<file path="config.mk">
export PLATFORM = sky130hd
export DESIGN_NAME = serv_rf_ram_clr
export DESIGN_NICKNAME = d
export VERILOG_FILES = /design/src/rtl/serv_rf_ram_clr_pkg.sv /design/src/rtl/serv_rf_ram_core.sv /design/src/rtl/serv_rf_ram_clr.sv
export SDC_FILE = /design/constraint.sdc
export NUM_CORES = 1
export LEC_CHECK = 0
export BUFFER_PORTS_ARGS = -buffer_cell sky130_fd_sc_hd__buf_2
export CORE_MARGIN = 5
export CORE_UTILIZATION = 54
export DETAILED_ROUTE_END_ITERATION = 16
export GPL_TIMING_DRIVEN = 0
export PLACE_DENSITY = 0.7
export REMOVE_ABC_BUFFERS = 1
export SYNTH_ARGS = -nofsm -noshare
export SYNTH_HDL_FRONTEND = slang
export SYNTH_HIERARCHICAL = 1
export SYNTH_SLANG_ARGS = --single-unit
</file>
<file path="constraint.sdc">
create_clock -name i_clk -period 4.7 [get_ports i_clk]
set_clock_uncertainty 0.2 [all_clocks]
set_input_delay 0.47 -clock i_clk [delete_from_list [all_inputs] [get_ports i_clk]]
set_output_delay 0.47 -clock i_clk [all_outputs]
set_load 0.01 [all_outputs]
</file>
<file path="src/rtl/serv_rf_ram_clr_pkg.sv">
// Shared definitions for the register-file RAM with post-reset clear.
//   GPR_REGS  : number of general-purpose registers held in the RAM
//   state_t   : sequencer states (CLEAR sweeps zeros, RUN serves the core)
//   rf_depth  : number of width-bit words needed for the GPRs plus CSR slots
package serv_rf_ram_clr_pkg;

    localparam int GPR_REGS = 32;

    typedef enum logic {
        CLEAR = 1'b0,
        RUN   = 1'b1
    } state_t;

    // Each register is 32 bits, stored as 32/width consecutive words.
    function automatic int rf_depth(input int width, input int csr_regs);
        return 32 * (GPR_REGS + csr_regs) / width;
    endfunction

endpackage

</file>
<file path="src/rtl/serv_rf_ram_core.sv">
// Plain 1R1W synchronous RAM array, kept free of reset so a technology
// SRAM macro can be dropped in its place.
//   i_clk           : clock
//   i_waddr/i_wdata : write address/data, written when i_wen is high
//   i_raddr         : read address, captured when i_ren is high
//   o_rdata         : registered read data (read-first on address collision)
// Addresses at or beyond depth are dropped on write and read back as zero.
module serv_rf_ram_core #(
    parameter int width = 8,
    parameter int depth = 128,
    parameter int aw    = 7
) (
    input  logic             i_clk,
    input  logic [aw-1:0]    i_waddr,
    input  logic [width-1:0] i_wdata,
    input  logic             i_wen,
    input  logic [aw-1:0]    i_raddr,
    input  logic             i_ren,
    output logic [width-1:0] o_rdata
);

    localparam logic [aw:0] DEPTH_L = (aw + 1)'(depth);

    logic [width-1:0] mem [0:depth-1];

    logic waddr_ok;
    logic raddr_ok;

    assign waddr_ok = ({1'b0, i_waddr} < DEPTH_L);
    assign raddr_ok = ({1'b0, i_raddr} < DEPTH_L);

    // Both updates are non-blocking, so a read of the word being written
    // in the same cycle returns the previous contents.
    always_ff @(posedge i_clk) begin
        if (i_wen && waddr_ok) begin
            mem[i_waddr] <= i_wdata;
        end
        if (i_ren) begin
            o_rdata <= raddr_ok ? mem[i_raddr] : '0;
        end
    end

endmodule

</file>
<file path="src/rtl/serv_rf_ram_clr.sv">
// Register-file RAM with a post-reset clear sweep. After reset release the
// sequencer writes zero to every word, one per cycle, holding o_busy high
// until the whole array is cleared; then it serves the RF RAM interface.
//   i_clk, i_rst        : clock, asynchronous active-high reset
//   i_waddr/i_wdata/i_wen : write port
//   i_raddr/i_ren       : read port
//   o_rdata             : read data, one cycle after i_ren, held otherwise
//   o_busy              : clear sweep in progress, RAM ports ignored
module serv_rf_ram_clr
    import serv_rf_ram_clr_pkg::*;
#(
    parameter int width          = 8,
    parameter int csr_regs       = 4,
    parameter int depth          = rf_depth(width, csr_regs),
    parameter int aw             = $clog2(depth),
    parameter int clear_on_reset = 1
) (
    input  logic             i_clk,
    input  logic             i_rst,
    input  logic [aw-1:0]    i_waddr,
    input  logic [width-1:0] i_wdata,
    input  logic             i_wen,
    input  logic [aw-1:0]    i_raddr,
    input  logic             i_ren,
    output logic [width-1:0] o_rdata,
    output logic             o_busy
);

    localparam state_t        RESET_STATE = (clear_on_reset != 0) ? CLEAR : RUN;
    localparam logic [aw-1:0] LAST        = aw'(depth - 1);

    state_t           state;
    state_t           state_next;
    logic [aw-1:0]    cnt;
    logic [aw-1:0]    cnt_next;
    logic             busy;

    logic [aw-1:0]    core_waddr;
    logic [width-1:0] core_wdata;
    logic             core_wen;
    logic             core_ren;
    logic [width-1:0] rdata_p1;
    logic             vld_p1;

    assign busy   = (state == CLEAR);
    assign o_busy = busy;

    always_ff @(posedge i_clk or posedge i_rst) begin
        if (i_rst) begin
            state  <= RESET_STATE;
            cnt    <= '0;
            vld_p1 <= 1'b0;
        end else begin
            state <= state_next;
            cnt   <= cnt_next;
            if (core_ren) begin
                vld_p1 <= 1'b1;
            end
        end
    end

    // The counter stops at the last word instead of wrapping, so a
    // power-of-two depth never revisits address 0.
    always_comb begin
        state_next = state;
        cnt_next   = cnt;
        if (state == CLEAR) begin
            if (cnt == LAST) begin
                state_next = RUN;
            end else begin
                cnt_next = cnt + aw'(1);
            end
        end
    end

    always_comb begin
        core_waddr = busy ? cnt : i_waddr;
        core_wdata = busy ? '0 : i_wdata;
        core_wen   = busy | i_wen;
        core_ren   = i_ren & ~busy;
    end

    serv_rf_ram_core #(
        .width (width),
        .depth (depth),
        .aw    (aw)
    ) u_core (
        .i_clk   (i_clk),
        .i_waddr (core_waddr),
        .i_wdata (core_wdata),
        .i_wen   (core_wen),
        .i_raddr (i_raddr),
        .i_ren   (core_ren),
        .o_rdata (rdata_p1)
    );

    // ---- stage p1: registered read data ----
    // The array register has no reset; until the first read after reset it
    // is masked so o_rdata reads zero from reset onward.
    assign o_rdata = vld_p1 ? rdata_p1 : '0;

endmodule
</file>
==> out/qor.txt, run 1 <==
Post-DP HPWL = 63.81 mm
Routed WL per cell = 28.66 µm
I/O Buffers = 36
Most frequent cells in the layout = 1160 x edfxtp_1, 305 x mux2i_1, 141 x mux4_2
Via/cell ratio = 6.327
Global route total overflow = 0
Worst hold margin = 0.1146 ns
DR iter-0 viols = 2786
Pwr/cell area = 396.4 nW/µm²
Share of Yosys cell area claimed by the top area cell type = 0.7514
Busiest grt layer = met2
Run status = complete, no violations
Post-synth EDFFs = 1160
Most common cell after layout, fill and taps aside = edfxtp_1
Met2 Resource Use GR = 0.3684
Count of warnings emitted by yosys = 6
Area leader, netlist = edfxtp_1
Worst slack at placement = -0.3965 ns
Worst Hold Class = in -> async
Clk slew on worst S/H paths = 0.06 ns
Clock buffer depth = 3
Mean post-synth cell area = 19.24 µm²
Crit share post-route = 0.9753
Num CTS Buffers = 111
Nets = 2483
Final WL = 105.6 mm
Number of detailed-route iterations in the first pass = 7
Crit end category = register
FFs w/ async S/R, synth = 0.008547
First-pass GRT wire length = 154.5 mm
Slew @ Worst Pin = 1.278 ns
Library cells used by synthesis = 57
H-tree Lvls = 3
Mapped Area = 46360 µm²
Post-synthesis register bit count = 1170
Synth area leaders = edfxtp_1 75%, mux4_2 6.9%, mux2i_1 6.6%, a22oi_1 2.2%, nor2_1 1.4%
Max Cap Violations = 0
Share of cells above drive strength 1 = 0.1819
Final worst setup slack = 0.1159 ns
Worst slew margin = 0.1481
Filler Cells Inserted = 6005
R2R Path Start = state
Std-Cell Rows = 107
CP startpoint kind = register
RePlAce Congestion = 0.8688
Max VDD drop = 0.3176 mV
Initial Utilization = 0.5445
Critical-path maximum fanout = 23
Total power = 0.02037 W
F_max = 0.2181 GHz
Worst skew pair latency = 0.67 ns
Layout area overhead = 10.85%
Total Die Area = 91810 µm²
Clock Sinks = 1170
CTS tree = done
Setup Viol. Count Final = 0
TNS Setup = 0 ns
CP Class = reg -> reg
Syn Inst Count = 2409
Sequential area share after synthesis = 0.7568
Critical Path Start = state
Clock root buffer = clkbuf_16
Slew Limit Fails = 0
Initial antenna violation count = 4
Primary FF master, synth = edfxtp_1
GRT met1 Usage = 0.3234
Final Hold Vio Count = 0
Leakage power = 13.84 nW
Critical Path AT = 4.67 ns
Largest net degree at the start of global routing = 97
Die W = 303 µm
GR Util All Layers = 0.2308
Vias = 23310
RSZ-0062 raised after global routing = no
Total core area = 85150 µm²
DRC Markers = 0
Required time of the critical path = 4.78 ns
Met3 Resource Use GR = 0.04494
Minimum clock period = 4.584 ns
Die Height = 303 µm
Routed Antenna Nets = 0
Vias in the first global route = 23330
Ports = 37
synth_stat cells (2+ instances only):
library cell and count:
a2111oi_0 10, dfrtp_1 10, a211o_1 2, and3_1 5, nand2b_1 15, clkbuf_1 41
nand3_1 65, and2_1 22, and2_0 2, nor4_1 3, nand3b_1 2, edfxtp_1 1160
buf_4 31, a21oi_1 13, xnor2_1 2, a31oi_1 17, nor2b_1 16, clkbuf_2 2
a221oi_1 11, nor2_1 177, a21o_1 2, buf_6 20, inv_1 4, mux2i_1 305
buf_12 3, o21ai_0 23, nand4_1 9, mux2_2 34, buf_1 4, mux4_2 141
a211oi_1 4, buf_2 39, o21ai_1 4, nand2_1 31, nor3_1 9, mux4_1 12
xor2_1 2, a22oi_1 138
path summary, 6_finish.rpt:
| check | end | slack, ns | cells past startpoint |
|---|---|---|---|
| max | u_core/mem[113][3] | 0.12 | 6 |
| min | vld_p1 | 0.11 | 3 |
| max reg2reg | u_core/mem[113][3] | 0.12 | 6 |
| min reg2reg | cnt[7] | 0.31 | 1 |
| max in group asynchronous | state | 3.87 | 3 |
| min in group i_clk | u_core/mem[8][4] | 0.28 | 2 |
worst max-delay path, cell delays in order, from the launching register on:
cell and delay, ns:
dfrtp_2 0.69, mux2_2 0.48, o31ai_1 0.42, and2_0 0.30, nor3b_1 0.46, nand2_1 0.73, nor2_1 0.90
metal layers:
layer  up-vias  wire length (µm)
li1       9904                 -
met1     12120             41340
met2      1087             50910
met3       205              9656
met4         2              3699
met5         -                 8
where the power goes:
part / switching (W) / total [W] / leakage, nW / internal, W
sequential: 0 / 0.0113 / 8.17 / 0.0113
clock: 0.00366 / 0.00857 / 1.70 / 0.00490
combinational: 0.000334 / 0.000514 / 3.97 / 0.000180
sequential cells by signal, indices dropped and copies added (netlist names):
register / cells
cnt: 8
state: 1
u_core/mem: 1152
u_core/o_rdata: 8
vld_p1: 1
cell families (layout without fill, tap and decap cells):
kind of cell,Yosys count,after routing,share of synthesized area
AOI/OAI and AO/OA,232,232,0.03609
xor gates and xnor gates,4,4,0.0007559
adders and majority gates,1,1,0.0002699
buffers and inverters,144,275,0.01957
DFF,1170,1170,0.7568
muxes,493,493,0.1497
other,0,1,0
and+or+nand+nor,365,365,0.03679
metrics by stage:
stage | util | cell area (µm²) | instances
final | 0.6035 | 51390 | 3685
after global routing | 0.6035 | 51390 | 3684
after CTS | 0.6030 | 51340 | 3680
after detailed placement | 0.5599 | 47670 | 3471
after global placement | 0.5529 | 47080 | 3449
after floorplan | - | 45470 | 2269
final cells by class:
cell class,instances,area (µm²),share of cell area
Clock buffer,135,2932,0.05705
Antenna cell,1,2.502,0.00004870
Inverter,4,15.01,0.0002922
Timing Repair Buffer,72,830.8,0.01617
Multi-Input combinational cell,1095,10530,0.2049
Tap cell,1144,1431,0.02785
Sequential cell,1170,35080,0.6827
Clock inverter,64,560.5,0.01091
repair_timing:
| action | in CTS | in global routing |
|---|---|---|
| endpoints found under the hold margin | 15 | 0 |
| gates resized for setup | 37 | 4 |
| hold buffers | 3 | 0 |
| endpoints found under the setup margin | 401 | 482 |
| setup buffers | 7 | 4 |
| pin swaps | 2 | 0 |
Note: power is estimated with default switching activity, not from simulation.
==> run 2: changes to the inputs <==
--- a/config.mk
+++ b/config.mk
@@ -14,5 +14,4 @@
 export REMOVE_ABC_BUFFERS = 1
 export SYNTH_ARGS = -nofsm -noshare
 export SYNTH_HDL_FRONTEND = slang
-export SYNTH_HIERARCHICAL = 1
 export SYNTH_SLANG_ARGS = --single-unit
==> run 2 against run 1 <==
Synthesized area about the same. Sequential share of layout area about the same. Hold slack better by 0.047 ns. Via count up 1.2%. Non-clock buffer count down 8. Global-route usage up 0.30 points. Setup slack worse by 0.043 ns. Critical path depth unchanged. Final area about the same. Critical path type unchanged. Highest routed layer unchanged.
==> out/qor.txt, run 2 <==
Syn Inst Count = 2438 (+1.2%)
Area leader, netlist = edfxtp_1
GR Util All Layers = 0.2338 (+0.002953)
Total Die Area = 91750 µm² (about the same)
Number of detailed-route iterations in the first pass = 7 (unchanged)
Pwr/cell area = 398.8 nW/µm² (+0.59%)
Num CTS Buffers = 111 (unchanged)
I/O Buffers = 36 (unchanged)
Global route total overflow = 0 (unchanged)
Top-count cell post-synth = edfxtp_1
Clock root buffer = clkbuf_16
Pint = 0.01632 W (-0.34%)
Max Cap Violations = 0 (unchanged)
Std-Cell Rows = 107 (unchanged)
Die W = 302.9 µm (about the same)
H-tree Lvls = 3 (unchanged)
Nets = 2512 (+1.2%)
Sequential area share after synthesis = 0.7573 (about the same)
Final Hold Vio Count = 0 (unchanged)
Run status = complete, no violations
Max VDD drop = 0.2688 mV (-15%)
F_max = 0.2161 GHz (-0.93%)
Vias in the first global route = 23690 (+1.5%)
Share of power burned in registers = 0.551 (-0.003)
P_sw = 0.004166 W (+4.2%)
Comb pwr share = 0.026 (about the same)
Minimum clock period = 4.627 ns (+0.04305 ns)
Post-DP HPWL = 65.16 mm (+2.1%)
CP Class = reg -> reg
Largest reg by FF count = u_core.mem
Clock Sinks = 1170 (unchanged)
Worst Hold Class = in -> reg
Biggest registers after layout = u_core.mem: 1152 flops, cnt: 8 flops, u_core.o_rdata: 8 flops
Worst skew pair latency = 0.67 ns (about the same)
Worst slew margin = 0.01333 (-0.1348)
TNS Setup = 0 ns (unchanged)
Routed Antenna Nets = 0 (unchanged)
Mapped Area = 46330 µm² (about the same)
Vias = 23600 (+1.2%)
Library cells used by synthesis = 55 (-3.5%)
Clock share of power = 0.422 (about the same)
RePlAce Congestion = 0.8990 (+3.5%)
RSZ-0062 raised after global routing = yes
Final WL = 107.3 mm (+1.6%)
Post-synth EDFFs = 1160 (unchanged)
Post-synthesis register bit count = 1170 (unchanged)
Critical Path Start = state
Primary FF master, synth = edfxtp_1
Initial antenna violation count = 8 (+4)
Most frequent cells in the layout = 1160 x edfxtp_1, 322 x mux2i_1, 139 x mux4_2
Largest net degree at the start of global routing = 91 (-6.2%)
FFs w/ async S/R, synth = 0.008547 (unchanged)
Crit share post-route = 0.9845 (+0.009159)
R2R Path Start = state
Crit end category = register
Clk slew on worst S/H paths = 0.06 ns (about the same)
Slew @ Worst Pin = 1.475 ns (+0.1968 ns)
Setup Viol. Count Final = 0 (unchanged)
Share of Yosys cell area claimed by the top area cell type = 0.7519 (about the same)
Sw Ratio = 0.2034 (+0.007156)
Count of warnings emitted by yosys = 0 (-6)
DRC Markers = 0 (unchanged)
Hold path startpoint = i_ren
Die Height = 302.9 µm (about the same)
Synth area leaders = edfxtp_1 75%, mux2i_1 7.0%, mux4_2 6.8%, a22oi_1 2.0%, nor2_1 1.4%
Ports = 37 (unchanged)
Most common library cells after synthesis = 1160 x edfxtp_1, 322 x mux2i_1, 175 x nor2_1, 139 x mux4_2, 123 x a22oi_1
Critical Path AT = 4.72 ns (+0.05 ns)
Placed instance area = 47740 µm² (+0.15%)
Routed WL per cell = 28.80 µm (+0.50%)
DR iter-0 viols = 2969 (+6.6%)
Required time of the critical path = 4.79 ns (about the same)
Initial Utilization = 0.5441 (about the same)
Layout area overhead = 10.89% (about the same)
Mean post-synth cell area = 19.00 µm² (-1.3%)
CTS tree = done
Total core area = 85150 µm² (unchanged)
Critical-path maximum fanout = 28 (+22%)
Slew Limit Fails = 0 (unchanged)
CP startpoint kind = register
First-pass GRT wire length = 158.0 mm (+2.3%)
Leakage power = 13.94 nW (+0.69%)
Clock buffer depth = 3 (unchanged)
Max reg flops = 1152 (unchanged)
Share of cells above drive strength 1 = 0.1749 (-0.006948)
Setup Fix Bufs, Post-CTS = 0 (-7)
Fin area = 51370 µm² (about the same)
Via/cell ratio = 6.336 (+0.14%)
Most common cell after layout, fill and taps aside = edfxtp_1
-- run 2: repair_timing --
item                                    CTS  global route
endpoints found under the setup margin    0           235
endpoints found under the hold margin    10             0
gates resized for setup                   0            37
hold buffers                              1             0
-- run 2: power by group through the flow --
stage               clock, W  sequential, W  combinational (W)
global route         0.00919         0.0113           0.000561
detailed placement         0         0.0115           0.000535
finish               0.00865         0.0113           0.000542
global placement           0         0.0115           0.000601
floorplan                  0         0.0115           0.000200
CTS                  0.00874         0.0113           0.000537
-- run 2: per-stage QoR --
| step | setup slack (ns) | power, W | cells | utilization | hold WS (ns) |
|---|---|---|---|---|---|
| finish | 0.07287 | 0.02048 | 3725 | 0.6033 | 0.1613 |
| global route | -0.1156 | 0.02103 | 3722 | 0.6032 | 0.1837 |
| CTS | 0.1807 | 0.02057 | 3722 | 0.6021 | 0.1409 |
| detailed placement | -0.08274 | 0.01205 | 3513 | 0.5607 | 0.2973 |
| global placement | -10.24 | 0.01211 | 3486 | 0.5529 | 0.2835 |
| floorplan | 1.279 | 0.01171 | 2306 | - | 0.1102 |
-- run 2: kinds of logic (layout without fill, tap and decap cells) --
kind of cell    count (synthesis)  after routing  synth area share
compound gates                240            240           0.03700
xor+xnor                        7              7          0.001323
fa+ha+maj                       1              1         0.0002700
buf+inv                       143            283           0.01945
flops                        1170           1170            0.7573
mux                           488            488            0.1463
other cells                     0              3                 0
simple gates                  389            389           0.03835
-- run 2: layout make-up --
class	count	area, µm²
fillers	5989	33780
repair buffers	64	792.0
multi-input cells	1125	10500
well taps	1144	1431
clock buffers	129	2845
diodes	3	7.507
clock inverters	79	674.4
flip-flops and latches	1170	35080
inverters	11	41.29
-- run 2: critical path: stages, from the launching register on --
cell and delay (ns):
dfrtp_1 1.06, nand2b_1 0.20, o32ai_1 0.30, a21boi_1 0.29, nor3b_1 0.49, nand2_1 0.74
nor2_1 0.94
-- run 2: worst paths after layout --
path / depth (start not counted) / slack (ns) / endpoint
min: 2 / 0.16 / u_core.o_rdata[7]
min reg2reg: 1 / 0.31 / cnt[7]
max reg2reg: 6 / 0.07 / u_core.mem[94][5]
max: 6 / 0.07 / u_core.mem[94][5]
min in group asynchronous: 3 / 0.20 / vld_p1
max in group asynchronous: 3 / 3.71 / cnt[3]
-- run 2: per-layer routing --
metal	global-route usage	vias to the layer above	part of all wire
li1	-	9998	-
met1	0.3293	12220	0.40
met2	0.3702	1166	0.48
met3	0.05503	205	0.094
met4	0.07178	8	0.026
met5	0	-	0.00068
